**src/rtl/pong_pkg.sv**
```systemverilog
// Shared register map, CTRL bit positions and bus helpers for the pong Wishbone control slave.
package pong_pkg;

    localparam int MAX_PLAYERS = 8;

    localparam logic [7:0] REG_CTRL   = 8'h00;
    localparam logic [7:0] REG_CLKDIV = 8'h04;
    localparam logic [7:0] REG_SCORE  = 8'h08;
    localparam logic [7:0] REG_IRQ    = 8'h0C;

    localparam int CTRL_SOFT_RST = 0;
    localparam int CTRL_DIFF_OVR = 1;
    localparam int CTRL_DIFF_LSB = 4;

    // Expands the four byte-lane selects into a 32-bit write mask.
    function automatic logic [31:0] lane_mask(input logic [3:0] sel);
        logic [31:0] m;
        for (int b = 0; b < 4; b++) begin
            m[8*b +: 8] = {8{sel[b]}};
        end
        return m;
    endfunction

endpackage

```
**src/rtl/pong_wb_ctrl_clk_en_divider.sv**
```systemverilog
// Programmable clock-enable divider: counts 0..div and pulses ce on the terminal count.
module clk_en_divider import pong_pkg::*; #(
    parameter int DIV_WIDTH = 8
) (
    input  logic                 clk,
    input  logic                 rst,
    input  logic [DIV_WIDTH-1:0] div,
    input  logic                 load,
    output logic                 ce
);

    logic [DIV_WIDTH-1:0] count;

    // The >= compare keeps the counter bounded if div shrinks below the current count.
    always_ff @(posedge clk) begin
        if (rst || load || count >= div) begin
            count <= '0;
        end else begin
            count <= count + DIV_WIDTH'(1);
        end
    end

    assign ce = !rst && (count == div);

endmodule

```
**src/rtl/pong_wb_ctrl.sv**
```systemverilog
// Wishbone control/status slave for the pong core: soft reset, difficulty, game clock enable, scores.
// Define PONG_WB_IRQ_EN to build the score-change interrupt (IRQ register at 0x0C and irq_o).
module pong_wb_ctrl import pong_pkg::*; #(
    parameter logic [31:0] BASE_ADDR   = 32'h3000_0000,
    parameter int          NUM_PLAYERS = 2,
    parameter int          DIV_WIDTH   = 8,
    parameter int          DEFAULT_DIV = 2
) (
    input  logic                     wb_clk_i,
    input  logic                     wb_rst_i,
    input  logic                     wbs_stb_i,
    input  logic                     wbs_cyc_i,
    input  logic                     wbs_we_i,
    input  logic [3:0]               wbs_sel_i,
    input  logic [31:0]              wbs_dat_i,
    input  logic [31:0]              wbs_adr_i,
    output logic                     wbs_ack_o,
    output logic [31:0]              wbs_dat_o,
    input  logic                     la_rst_i,
    input  logic [3:0]               pad_difficulty_i,
    input  logic [4*NUM_PLAYERS-1:0] score_i,
    output logic                     game_rst_o,
    output logic [3:0]               difficulty_o,
    output logic                     game_ce_o,
    output logic                     irq_o
);

    logic                 in_window;
    logic                 req;
    logic                 wr;
    logic [7:0]           offset;
    logic [31:0]          wmask;
    logic [31:0]          rd_data;
    logic                 soft_reset;
    logic                 diff_override;
    logic [3:0]           diff_val;
    logic [DIV_WIDTH-1:0] clkdiv;
    logic [DIV_WIDTH-1:0] clkdiv_wr_val;
    logic                 div_load;
    logic                 unused_adr;

    assign in_window = (wbs_adr_i[31:8] == BASE_ADDR[31:8]);
    assign req       = wbs_stb_i && wbs_cyc_i && in_window && !wbs_ack_o;
    assign wr        = req && wbs_we_i;
    assign offset    = {wbs_adr_i[7:2], 2'b00};
    assign wmask     = lane_mask(wbs_sel_i);
    assign unused_adr = &{1'b0, wbs_adr_i[1:0]};

    assign clkdiv_wr_val = DIV_WIDTH'((32'(clkdiv) & ~wmask) | (wbs_dat_i & wmask));
    assign div_load      = wr && (offset == REG_CLKDIV) && (|wmask[DIV_WIDTH-1:0]);

    assign difficulty_o = diff_override ? diff_val : pad_difficulty_i;

`ifdef PONG_WB_IRQ_EN
    logic [4*NUM_PLAYERS-1:0] score_q;
    logic [NUM_PLAYERS-1:0]   pending;
    logic [NUM_PLAYERS-1:0]   irq_mask;
    logic [NUM_PLAYERS-1:0]   changed;
    logic [NUM_PLAYERS-1:0]   w1c;
    logic [7:0]               pending_byte;
    logic [7:0]               mask_byte;

    always_comb begin
        changed = '0;
        for (int p = 0; p < NUM_PLAYERS; p++) begin
            changed[p] = (score_i[4*p +: 4] != score_q[4*p +: 4]);
        end
    end

    assign w1c          = (wr && offset == REG_IRQ && wbs_sel_i[0]) ? wbs_dat_i[NUM_PLAYERS-1:0] : '0;
    assign pending_byte = 8'(pending);
    assign mask_byte    = 8'(irq_mask);

    // A fresh score change outranks a same-cycle clear so no event is ever lost.
    always_ff @(posedge wb_clk_i) begin
        score_q <= score_i;
        if (wb_rst_i) begin
            pending  <= '0;
            irq_mask <= '0;
            irq_o    <= 1'b0;
        end else begin
            pending <= (pending & ~w1c) | changed;
            if (wr && offset == REG_IRQ && wbs_sel_i[1]) begin
                irq_mask <= wbs_dat_i[8 +: NUM_PLAYERS];
            end
            irq_o <= |(pending & irq_mask);
        end
    end
`else
    assign irq_o = 1'b0;
`endif

    always_comb begin
        rd_data = '0;
        case (offset)
            REG_CTRL: begin
                rd_data[CTRL_SOFT_RST]         = soft_reset;
                rd_data[CTRL_DIFF_OVR]         = diff_override;
                rd_data[CTRL_DIFF_LSB +: 4]    = diff_val;
            end
            REG_CLKDIV: rd_data = 32'(clkdiv);
            REG_SCORE:  rd_data = 32'(score_i);
`ifdef PONG_WB_IRQ_EN
            REG_IRQ:    rd_data = {16'h0000, mask_byte, pending_byte};
`endif
            default:    rd_data = '0;
        endcase
    end

    // Writes land on the same edge that raises ack, so the ack cycle already shows the new value.
    always_ff @(posedge wb_clk_i) begin
        if (wb_rst_i) begin
            wbs_ack_o     <= 1'b0;
            wbs_dat_o     <= '0;
            soft_reset    <= 1'b0;
            diff_override <= 1'b0;
            diff_val      <= 4'h0;
            clkdiv        <= DIV_WIDTH'(DEFAULT_DIV);
            game_rst_o    <= 1'b1;
        end else begin
            wbs_ack_o  <= req;
            wbs_dat_o  <= (req && !wbs_we_i) ? rd_data : '0;
            game_rst_o <= la_rst_i | soft_reset;
            if (wr && offset == REG_CTRL && wbs_sel_i[0]) begin
                soft_reset    <= wbs_dat_i[CTRL_SOFT_RST];
                diff_override <= wbs_dat_i[CTRL_DIFF_OVR];
                diff_val      <= wbs_dat_i[CTRL_DIFF_LSB +: 4];
            end
            if (wr && offset == REG_CLKDIV) begin
                clkdiv <= clkdiv_wr_val;
            end
        end
    end

    clk_en_divider #(
        .DIV_WIDTH(DIV_WIDTH)
    ) u_divider (
        .clk  (wb_clk_i),
        .rst  (wb_rst_i | game_rst_o),
        .div  (clkdiv),
        .load (div_load),
        .ce   (game_ce_o)
    );

endmodule

```
**config.mk**
```make
export PLATFORM = sky130hd
export DESIGN_NAME = pong_wb_ctrl
export DESIGN_NICKNAME = d
export VERILOG_FILES = /design/src/rtl/pong_pkg.sv /design/src/rtl/pong_wb_ctrl_clk_en_divider.sv /design/src/rtl/pong_wb_ctrl.sv
export SDC_FILE = /design/constraint.sdc
export NUM_CORES = 1
export LEC_CHECK = 0
export CAP_MARGIN = 15
export CELL_PAD_IN_SITES_DETAIL_PLACEMENT = 1
export CELL_PAD_IN_SITES_GLOBAL_PLACEMENT = 2
export CORE_MARGIN = 2
export CORE_UTILIZATION = 20
export DETAILED_ROUTE_END_ITERATION = 10
export PLACE_DENSITY = 0.86
export RECOVER_POWER = 100
export SKIP_LAST_GASP = 1
export SYNTH_ARGS = -nofsm -noshare
export SYNTH_HDL_FRONTEND = slang
export SYNTH_SLANG_ARGS = --single-unit
```
**constraint.sdc**
```tcl
create_clock -name wb_clk_i -period 4.4 [get_ports wb_clk_i]
set_clock_uncertainty 0.15 [all_clocks]
set_input_delay 0.66 -clock wb_clk_i [delete_from_list [all_inputs] [get_ports wb_clk_i]]
set_output_delay 0.66 -clock wb_clk_i [all_outputs]
set_load 0.03 [all_outputs]
```
* After elaboration in Yosys (flattened, before gate mapping)
Cells that the tools add are included.
** Storage, ports and cells
- Flip-flop bits (word level) :: 56
- Bits of input ports :: 86
- Output and inout port bits :: 40
** Cells by class
- Add/subtract/negate cells :: 1
- Order comparisons :: 1
- Equality and inequality tests :: 4
- Multiplexer cells :: 4
- Bitwise gates (word level) :: 7
- Reductions and logical operators :: 17
** Operators by type and width (number)
- $eq A24 B22 Y1 const B :: 1
- $and A8 B8 Y8 :: 2
- $pmux W4 S3 :: 1
- $logic_and A1 B1 Y1 :: 10
- $add A8 B1 Y8 const B :: 1
- $eq A8 B8 Y1 :: 1
- $ge A8 B8 Y1 :: 1
- $logic_not A8 Y1 :: 1
- $not A8 Y8 :: 1
- $or A8 B8 Y8 :: 1
- $eq A6 B1 Y1 const B :: 1
- $eq A6 B2 Y1 const B :: 1
- $pmux W2 S3 :: 1
- $mux W4 :: 1
- $pmux W2 S2 :: 1
- $logic_not A1 Y1 :: 3
- $logic_or A1 B1 Y1 :: 2
- $or A1 B1 Y1 :: 2
- $reduce_or A2 Y1 :: 1
- $not A1 Y1 :: 1

* Depth between registers and ports, before layout
Gate-level depths: netlist (run 1).
- Depth in word-level cells :: 8
- Mapped depth :: 6
- Gate-level depth less buffers :: 6

* By module
Synthesis (run 1) repeated with hierarchy kept, for this count alone.
** Second synthesis, totals
- Cells, all modules :: 209
- Area total of the unflattened synthesis :: 2000.7 um2
** By module, submodules not included
- pong_wb_ctrl :: instances 1, cells an instance 149, area an instance 1451.4 um2
- clk_en_divider :: instances 1, cells an instance 60, area an instance 549.3 um2

* Worst setup path after synthesis (run 1)
Ideal clock, no wire load.
- Path type :: input port to flip-flop
- Start point :: in wbs_adr_i[7]
- End point :: reg diff_val[2]
- Library setup time :: 0.130 ns
- Arrival :: 2.203 ns
- Required time :: 4.120 ns
- Slack :: 1.918 ns
- Cell stages on the path :: 6
- Path buffers :: 2
- Cells stage by stage :: or4_1 buf_2 or4_1 buf_2 o31ai_1 a21oi_1
** On the way
- Cells in the longest elaborated chain, start to end :: 3
** RTL lines
- from (decl) :: RTL line pong_wb_ctrl.sv:16 : input logic [31:0] wbs_adr_i,
- $logic_not A8 Y1 :: RTL line pong_wb_ctrl.sv:124 : if (wr && offset == REG_CTRL && wbs_sel_i[0]) begin
- $logic_and A1 B1 Y1 (2 in series) :: RTL line pong_wb_ctrl.sv:124
- to (signal assigned) :: RTL line pong_wb_ctrl.sv:127 : diff_val <= wbs_dat_i[CTRL_DIFF_LSB +: 4];
- to (decl) :: RTL line pong_wb_ctrl.sv:36 : logic [3:0] diff_val;
No other way between the ends.
A chain may end at the register's enable or synchronous reset.

==> metrics.md, run 1 <==
| Metric | Value |
|---|---|
| Vias in the first global route | 1909 |
| Layout cell share with drive strength beyond 1 | 0.0471 |
| Initial Util | 0.206 |
| Critical path's top delay family | buffers and inverters |
| Max Cap Viol | 0 |
| Worst skew pair latency | between 0.2 and 0.3 ns |
| Most common cell after layout, fill and taps aside | clkdlybuf4s50_1 |
| Total global routing overflow | 0 |
| Avg Cell Area, Syn | about 8.3 um^2 |
| Synth Instances | 230 |
| Status | finished, final reports clean |
| CP startpoint kind | flop |
| Chip width | about 100 um |
| CP peak stage delay | about 0.74 ns |
| Worst hold path type | reg -> reg |
| Sequence of cells on the critical path | inv_1, ha_1, nand4_1, nor4_1, and3_1, dlygate4sd3_1 |
| Initial DRT Pass Iterations | 4 |
| Fin nets | approximately 390 |
| Critical path data arrival time | ~2.4 ns |
| Initial DRC Count | 74 |
| TritonCTS Sinks | 32 |
| Die ar. | 0.0104 mm^2 |
| Pwr dens | 238 mW/mm^2 |
| TNS Setup | 0 ns |
| Port buffer count | 71 |
| Reg-to-reg startpoint | wbs_ack_o |
| Pleak | roughly 0.98 nW |
| Post-cts resize count | 0 |
| Sequential area share after synthesis | 0.335 |
| Largest net degree at the start of global routing | 19 |
| Final Setup Violations | 0 |
| Worst EP required | around 3.6 ns |
| DP HPWL | about 4600 um |
| Hold Crit Depth | 2 |
| Post-Syn Area | 0.00191 mm^2 |
| Synthesis Warnings | 0 |
| FMAX | between 300 and 400 MHz |
| Fin worst setup slack | ~1.2 ns |
| Synth Area in Compound Gates | 0.147 |
| Slew @ Worst Pin | just over 0.9 ns |
| TritonCTS Buffers | 5 |
| Die height | 102 um |
| Most frequent cells in the layout | clkdlybuf4s50_1 (54), dfxtp_1 (32), conb_1 (25) |
| Area Overhead vs Synth | 43.5% |
| Via count | ~1900 |
| Unique masters post-synth | 39 |
| Post-CTS Setup Bufs | 0 |
| Longest Clk Path Bufs | 2 |
| Io pins | around 130 |
| Max-slew violation count | 0 |
| Dpl cells | roughly 420 |
| Xor/xnor cell area share of the yosys netlist | 0.0275 |
| Post-Synth Adder-Cell Area | 0.0588 |
| Cell row count | 35 |
| Reg2Reg Capture Point | u_divider.count[5] |
| Worst slack, placed | roughly 1.2 ns |
| Final Cycle Share | 0.720 |
| H-tree depth | 2 |
| Final GP Congestion | 0.812 |
| Critical path class | reg -> out |
| Flop and latch count out of synthesis | 32 |
| R2r worst-path depth | 5 |
| Root buffer selected by CTS | clkbuf_8 |
| Post-CTS Hold Fix Bufs | 0 |
| N_diodes | 0 |
| Core footprint | around 0.0093 mm^2 |
| Worst-path clk slew | 0.07 ns |
| Vias/cell | roughly 4.4 |
| Post-Route WL | 5890 um |
| FF-to-FF setup slack | between 1.5 and 2 ns |
| CTS tree | yes |
| Fillers | about 1100 |
| Slew headroom | 0.371 |
| All-layer global routing usage | 0.115 |
| CP Capture Type | primary output |
| Antenna Nets Post-Route | 0 |
| Multiplexer share of the synthesized area | 0.0392 |
| CP max-delay cell | dlygate4sd3_1 |
| First-pass GRT wire length | about 9200 um |
| Non-Filler Instances | ~430 |
| CP Buf/Inv Count | 2 |
| Largest family of logic cells by synthesized area | simple AND/OR/NAND/NOR gates |
| Post-layout minimum cycle time | ~3.2 ns |
| Max VDD drop | roughly 0.00011 V |
| Hold Vio Cnt, Final | 0 |
| RSZ-0062 raised after global routing | no |
| Initial antenna violation count | 0 |
| Synth Area in Simple Gates | 0.249 |
| Core Util, Final | 0.296 |
| Crit-path max FO | 3 |
| Avg WL per Cell | roughly 14 um |
| Residual DRC | 0 |
## worst reg2reg max path: stages, from the launching register on
cell	delay [ns]
dfxtp_1	0.31
nor4b_1	0.34
nand4_1	0.14
clkbuf_1	0.36
nor4_2	0.85
nor3_1	0.16
## power breakdown
| group | switching, W | total [W] | internal (W) |
|---|---|---|---|
| clock network | 0.000111 | 0.000250 | 0.000139 |
| registers | 0.00000112 | 0.000292 | 0.000291 |
| logic | 0.0000574 | 0.000112 | 0.0000548 |
| total | 0.000170 | 0.000654 | 0.000485 |
## worst max path at each step
stage / depth (start not counted) / startpoint / slack [ns] / to
2_1_floorplan: 6 / wbs_adr_i[7] / 1.92 / diff_val[2]
3_3_place_gp: 5 / wbs_adr_i[7] / 1.28 / diff_val[2]
3_5_place_dp: 5 / wbs_adr_i[6] / 1.23 / u_divider.count[5]
4_1_cts: 6 / flop / 1.27 / game_ce_o
5_1_grt: 6 / wbs_adr_i[13] / 1.02 / u_divider.count[5]
6_report: 6 / flop / 1.23 / game_ce_o
## stage by stage
stage          total power, W  hold slack (ns)  area (um^2)
6_report             0.000654            0.333         2750
5_1_grt              0.000680            0.374         2750
3_3_place_gp         0.000411            0.326         2660
3_5_place_dp         0.000413            0.330         2660
4_1_cts              0.000664            0.338         2750
2_1_floorplan        0.000367            0.289         2000
## logic make-up after synthesis
| family | after synthesis |
|---|---|
| compound gates | 44 |
| buf+inv | 46 |
| simple gates | 85 |
| mux | 7 |
| other cells | 1 |
| xor+xnor | 6 |
| flops | 32 |
| fa+ha+maj | 9 |
## synthesized netlist by cell type
library cell,n,area [um^2]
dfxtp_1,32,641
buf_4,25,188
a21oi_1,19,95.1
nand4_1,15,93.8
o31ai_1,13,97.6
nand2_1,12,45.0
nor2_1,12,45.0
nor3_1,12,60.1
ha_1,9,113
clkbuf_1,8,30.0
inv_1,8,30.0
nor4_1,7,43.8
nand3_1,6,30.0
a21o_1,5,37.5
buf_2,4,20.0
mux2_2,4,45.0
xnor2_1,4,35.0
mux2i_1,3,30.0
nand3b_1,3,22.5
nor2b_1,3,18.8
a22oi_1,2,15.0
and3_1,2,12.5
nor3b_1,2,15.0
nor4b_1,2,17.5
or3_1,2,12.5
or4_1,2,15.0
xor2_1,2,17.5
a211oi_1,1,7.51
a221o_1,1,10.0
a31oi_1,1,6.26
and4_1,1,8.76
buf_1,1,3.75
conb_1,1,3.75
nand2b_1,1,6.26
nor4_2,1,12.5
nor4bb_1,1,10.0
o21ai_0,1,5.00
o21bai_1,1,7.51
or3_2,1,7.51
## routing by layer
| metal | vias up | GRT usage | share of wire |
|---|---|---|---|
| li1 | 920 | - | - |
| met1 | 894 | 0.134 | 0.42 |
| met2 | 68 | 0.202 | 0.49 |
| met3 | 12 | 0.0267 | 0.060 |
| met4 | 0 | 0.0523 | 0.024 |
| met5 | - | 0 | 0 |
## area by class of cell
class / count / area (um^2) / share of cell area
flip-flops and latches: 32 / 641 / 0.233
well taps: 129 / 161 / 0.0588
clock buffers: 7 / 96.3 / 0.0351
multi-input cells: 176 / 1090 / 0.398
repair buffers: 74 / 726 / 0.264
inverters: 8 / 30.0 / 0.0109
Note: power is estimated with default switching activity, not from simulation.
==> run 2: changes to the inputs <==
CORE_UTILIZATION = 19   (was 20)
PLACE_DENSITY = 0.83   (was 0.86)
clock period = 3.25 ns   (was 4.4 ns; I/O delays follow)
==> metrics.md, run 2 (same netlist as run 1, synthesis figures left out) <==
| Metric | Value |
|---|---|
| H-tree depth | 2 (unchanged) |
| Critical path data arrival time | 2.73 ns (was 2.36 ns) |
| Core Util, Final | 0.286 (was 0.296) |
| Pleak | 1.02 nW (was 0.982 nW) |
| Largest net degree at the start of global routing | 19 (unchanged) |
| Post-Route WL | 6020 um (was 5890 um) |
| N_diodes | 0 (unchanged) |
| Vias/cell | 4.41 (was 4.45) |
| Initial antenna violation count | 0 (unchanged) |
| Root buffer selected by CTS | clkbuf_8 (unchanged) |
| Pwr dens | 316 mW/mm^2 (was 238 mW/mm^2) |
| Most frequent cells in the layout | clkdlybuf4s50_1 (54), dfxtp_1 (32), conb_1 (25) (unchanged) |
| RSZ-0062 raised after global routing | no (unchanged) |
| Longest Clk Path Bufs | 2 (unchanged) |
| Final GP Congestion | 0.789 (was 0.812) |
| All-layer global routing usage | 0.112 (was 0.115) |
| Placed instance area | 0.00273 mm^2 (was 0.00266 mm^2) |
| Worst EP required | 3.23 ns (was 3.59 ns) |
| Initial Util | 0.196 (was 0.206) |
| Final Cycle Share | 0.845 |
| Antenna Nets Post-Route | 0 (unchanged) |
| Critical path class | in -> reg (was reg -> out) |
| TNS Setup | 0 ns (unchanged) |
| Hold Vio Cnt, Final | 0 (unchanged) |
| Sequence of cells on the critical path | dlygate4sd3_1, or4_1, or4_1, o31ai_1, a21oi_1 (was inv_1, ha_1, nand4_1, nor4_1, and3_1, dlygate4sd3_1) |
| Chip width | 104 um (was 102 um) |
| Fin nets | 399 (was 392) |
| Post-layout minimum cycle time | between 2 and 3 ns |
| Die height | 104 um (was 102 um) |
| CP startpoint kind | input pin (was flop) |
| Core footprint | 0.00977 mm^2 (was 0.00928 mm^2) |
| CP peak stage delay | 0.66 ns (was 0.74 ns) |
| Most common cell after layout, fill and taps aside | clkdlybuf4s50_1 (unchanged) |
| Io pins | 126 (unchanged) |
| Post-CTS Hold Fix Bufs | 0 (unchanged) |
| Max Cap Viol | 0 (unchanged) |
| Port buffer count | 71 (unchanged) |
| Layout cell share with drive strength beyond 1 | 0.0691 (was 0.0471) |
| Max-slew violation count | 0 (unchanged) |
| Total global routing overflow | 0 (unchanged) |
| CP max-delay cell | or4_1 (was dlygate4sd3_1) |
| Area Overhead vs Synth | 46.0% (was 43.5%) |
| FMAX | about 360 MHz |
| CP most frequent cell | or4_1 |
| TritonCTS Sinks | 32 (unchanged) |
| Via count | 1925 (was 1894) |
| Worst-path clk slew | 0.06 ns (was 0.07 ns) |
| Avg WL per Cell | 13.8 um (about the same) |
| Final Setup Violations | 0 (unchanged) |
| Slew headroom | 0.434 (was 0.371) |
| Cell row count | 36 (was 35) |
| Initial DRC Count | 75 (was 74) |
| Die ar. | 0.0109 mm^2 (was 0.0104 mm^2) |
| CP Capture Type | flop (was primary output) |
| Worst skew pair latency | 0.29 ns (about the same) |
| Initial DRT Pass Iterations | 4 (unchanged) |
| Slew @ Worst Pin | 0.850 ns (was 0.935 ns) |
| Fin area | 0.00280 mm^2 (was 0.00275 mm^2) |
| Vias in the first global route | 1953 (was 1909) |
| DP HPWL | 4830 um (was 4640 um) |
| Post-CTS Setup Bufs | 0 (unchanged) |
| Status | finished, final reports clean (unchanged) |
| Max VDD drop | 0.000116 V (was 0.000106 V) |
| TritonCTS Buffers | 5 (unchanged) |
| CTS tree | yes (unchanged) |
| First-pass GRT wire length | 9770 um (was 9250 um) |
| Post-cts resize count | 0 (unchanged) |
| Crit-path max FO | 6 (was 3) |
| Residual DRC | 0 (unchanged) |
| Overall Power | 0.000883 W (was 0.000654 W) |
| Worst hold path type | reg -> reg (unchanged) |
## run 2: path summary, 6_finish.rpt
check                                   from                 end  slack (ns)  depth (start not counted)
worst min register to register   diff_val[1]         diff_val[1]        0.34                          2
worst min-delay path             diff_val[1]         diff_val[1]        0.34                          2
worst max-delay path            wbs_adr_i[7]       diff_override        0.50                          5
worst max register to register     wbs_ack_o  u_divider.count[4]        1.19                          5
## run 2: where the power goes
| part | switching, W | total (W) | internal [W] |
|---|---|---|---|
| clock | 0.000146 | 0.000335 | 0.000189 |
| combinational | 0.0000777 | 0.000153 | 0.0000755 |
| sequential | 0.00000165 | 0.000395 | 0.000393 |
## run 2: critical path, delay by kind of cell
family | cells | cell delay [ns]
compound gates | 2 | 0.39
buf+inv | 1 | 0.55
simple gates | 2 | 1.30
## run 2: metrics by stage
stage	hold slack (ns)	setup WS [ns]	cells
2_1_floorplan	0.289	0.940	254
3_3_place_gp	0.327	0.407	430
3_5_place_dp	0.333	0.376	430
4_1_cts	0.343	0.689	437
5_1_grt	0.371	0.397	437
6_report	0.338	0.502	437
## run 2: layout make-up
cell class | count | area (um^2)
clock buffer | 7 | 96.3
fill | 1185 | 6980
inverter | 8 | 30.0
multi-input combinational | 176 | 1090
sequential | 32 | 641
tap | 133 | 166
timing repair buffer | 81 | 776
## run 2: metal layers
layer,vias to the layer above,routed length (um),GRT usage
li1,936,-,-
met1,922,2620,0.138
met2,59,2970,0.189
met3,8,348,0.0338
met4,0,84,0.0290
met5,-,0,0
==> run 3: changes to the inputs <==
CORE_UTILIZATION = 17   (was 19)
PLACE_DENSITY = 0.78   (was 0.83)
clock period = 2.3 ns   (was 3.25 ns; I/O delays follow)
==> metrics.md, run 3 (same netlist as run 1, synthesis figures left out) <==
| Metric | Value |
|---|---|
| Status | finished, final reports clean (unchanged) |
| N_diodes | 0 (unchanged) |
| Max VDD drop | 0.000337 V (was 0.000116 V) |
| Residual DRC | 0 (unchanged) |
| RSZ-0062 raised after global routing | yes (was no) |
| Initial DRT Pass Iterations | 4 (unchanged) |
| Hold WS | 0.345 ns (was 0.338 ns) |
| FMAX | approximately 450 MHz |
| Critical path data arrival time | 1.74 ns (was 2.73 ns) |
| Most frequent cells in the layout | clkdlybuf4s50_1 (60), dfxtp_1 (32), conb_1 (25) (was clkdlybuf4s50_1 (54), dfxtp_1 (32), conb_1 (25)) |
| Placed instance area | 0.00282 mm^2 (was 0.00273 mm^2) |
| Root buffer selected by CTS | clkbuf_16 (was clkbuf_8) |
| Worst-path clk slew | 0.05 ns (was 0.06 ns) |
| CTS tree | yes (unchanged) |
| Fin area | 0.00295 mm^2 (was 0.00280 mm^2) |
| DP HPWL | 5110 um (was 4830 um) |
| Pwr dens | 476 mW/mm^2 (was 316 mW/mm^2) |
| Most common cell after layout, fill and taps aside | clkdlybuf4s50_1 (unchanged) |
| Vias/cell | 4.30 (was 4.41) |
| Register area | 641 um^2 (unchanged) |
| Fin nets | 410 (was 399) |
| CP startpoint kind | flop (was input pin) |
| Max Cap Viol | 0 (unchanged) |
| First-pass GRT wire length | 9830 um (was 9770 um) |
| Cell row count | 38 (was 36) |
| Antenna Nets Post-Route | 0 (unchanged) |
| H-tree depth | 2 (unchanged) |
| Vias in the first global route | 1971 (was 1953) |
| All-layer global routing usage | 0.105 (was 0.112) |
| Worst hold path type | reg -> reg (unchanged) |
| Total global routing overflow | 0 (unchanged) |
| Reg2Reg Capture Point | u_divider.count[6] (was u_divider.count[4]) |
| Fin worst setup slack | 0.0632 ns (was 0.502 ns) |
| Critical path class | reg -> out (was in -> reg) |
| Hold Crit Depth | 2 (unchanged) |
| Hold Vio Cnt, Final | 0 (unchanged) |
| Post-layout minimum cycle time | roughly 2.2 ns |
| Initial DRC Count | 55 (was 75) |
| Layout cell share with drive strength beyond 1 | 0.111 (was 0.0691) |
| Final GP Congestion | 0.779 (was 0.789) |
| Pleak | 1.09 nW (was 1.02 nW) |
| Area Overhead vs Synth | 54.2% (was 46.0%) |
| Initial Util | 0.175 (was 0.196) |
| Core footprint | 0.0109 mm^2 (was 0.00977 mm^2) |
| Area of the multi-input gates | 0.00110 mm^2 (was 0.00109 mm^2) |
| Post-Route WL | 6180 um (was 6020 um) |
| Crit-path max FO | 6 (unchanged) |
| Avg WL per Cell | 13.6 um (was 13.8 um) |
| Dpl cells | 448 (was 430) |
| Initial antenna violation count | 1 (was 0) |
| Largest net degree at the start of global routing | 16 (was 19) |
| Final Setup Violations | 0 (unchanged) |
| Die height | 110 um (was 104 um) |
| Io pins | 126 (unchanged) |
| Final Cycle Share | 0.973 |
| TritonCTS Sinks | 32 (unchanged) |
| Via count | 1956 (was 1925) |
| Max-slew violation count | 0 (unchanged) |
| CP Capture Type | primary output (was flop) |
| TNS Setup | 0 ns (unchanged) |
| Fillers | 1323 (was 1185) |
| Worst EP required | 1.80 ns (was 3.23 ns) |
| Worst slack, placed | -0.378 ns (was 0.376 ns) |
| FF-to-FF setup slack | 0.20 ns (was 1.19 ns) |
| Longest Clk Path Bufs | 2 (unchanged) |
| Non-Filler Instances | 455 (was 437) |
| Worst skew pair latency | 0.28 ns (was 0.29 ns) |
| TritonCTS Buffers | 5 (unchanged) |
| Die ar. | 0.0121 mm^2 (was 0.0109 mm^2) |
| Port buffer count | 71 (unchanged) |
| Chip width | 110 um (was 104 um) |
| R2r worst-path depth | 6 (was 5) |
==> run 3: worst max-delay path by stage <==
stage                     slack [ns]               to           from  cells past startpoint
after floorplan                 0.13      diff_val[2]   wbs_adr_i[7]                      6
after global placement         -0.34    diff_override   wbs_adr_i[7]                      5
after CTS                       0.03      diff_val[1]   wbs_adr_i[7]                      5
final                           0.06  difficulty_o[1]  diff_override                      2
after detailed placement       -0.38      diff_val[3]   wbs_adr_i[7]                      5
after global routing           -0.02        game_ce_o           flop                      6
==> run 3: routing by layer <==
layer / vias up / share of wire / track usage
li1: 967 / - / -
met1: 912 / 0.44 / 0.128
met2: 67 / 0.48 / 0.181
met3: 8 / 0.064 / 0.0259
met4: 2 / 0.014 / 0.0321
met5: - / 0.0021 / 0
==> run 3: critical path, stage by stage, from the launching register on <==
cell	delay (ns)
dfxtp_1	0.49
mux2_2	0.38
clkdlybuf4s50_1	0.59
==> run 3: what timing repair did <==
| item | 4_1_cts | 5_1_grt |
|---|---|---|
| resized for setup | 3 | 5 |
| setup endpoints to repair | 14 | 5 |
| pin swaps | 0 | 2 |
| hold endpoints to repair | 0 | 0 |
| setup buffers | 0 | 0 |
| hold buffers | 0 | 0 |
==> run 3: through the flow <==
step | total power (W) | util
final | 0.00140 | 0.270
after global routing | 0.00146 | 0.270
after CTS | 0.00142 | 0.271
after global placement | 0.000794 | 0.258
after floorplan | 0.000702 | -
after detailed placement | 0.000796 | 0.258
==> run 3: layout make-up <==
cell class	count	area share
clock buffers	6	0.0436
clock inverters	1	0.00169
inverters	8	0.0102
multi-input cells	176	0.374
flip-flops and latches	32	0.217
well taps	140	0.0593
repair buffers	92	0.294
==> run 3: report_power, final <==
group | internal (W) | switching (W) | leakage (nW)
logic | 0.000113 | 0.000113 | 0.768
clock network | 0.000392 | 0.000227 | 0.0667
registers | 0.000557 | 0.00000224 | 0.258
total | 0.00106 | 0.000342 | 1.09
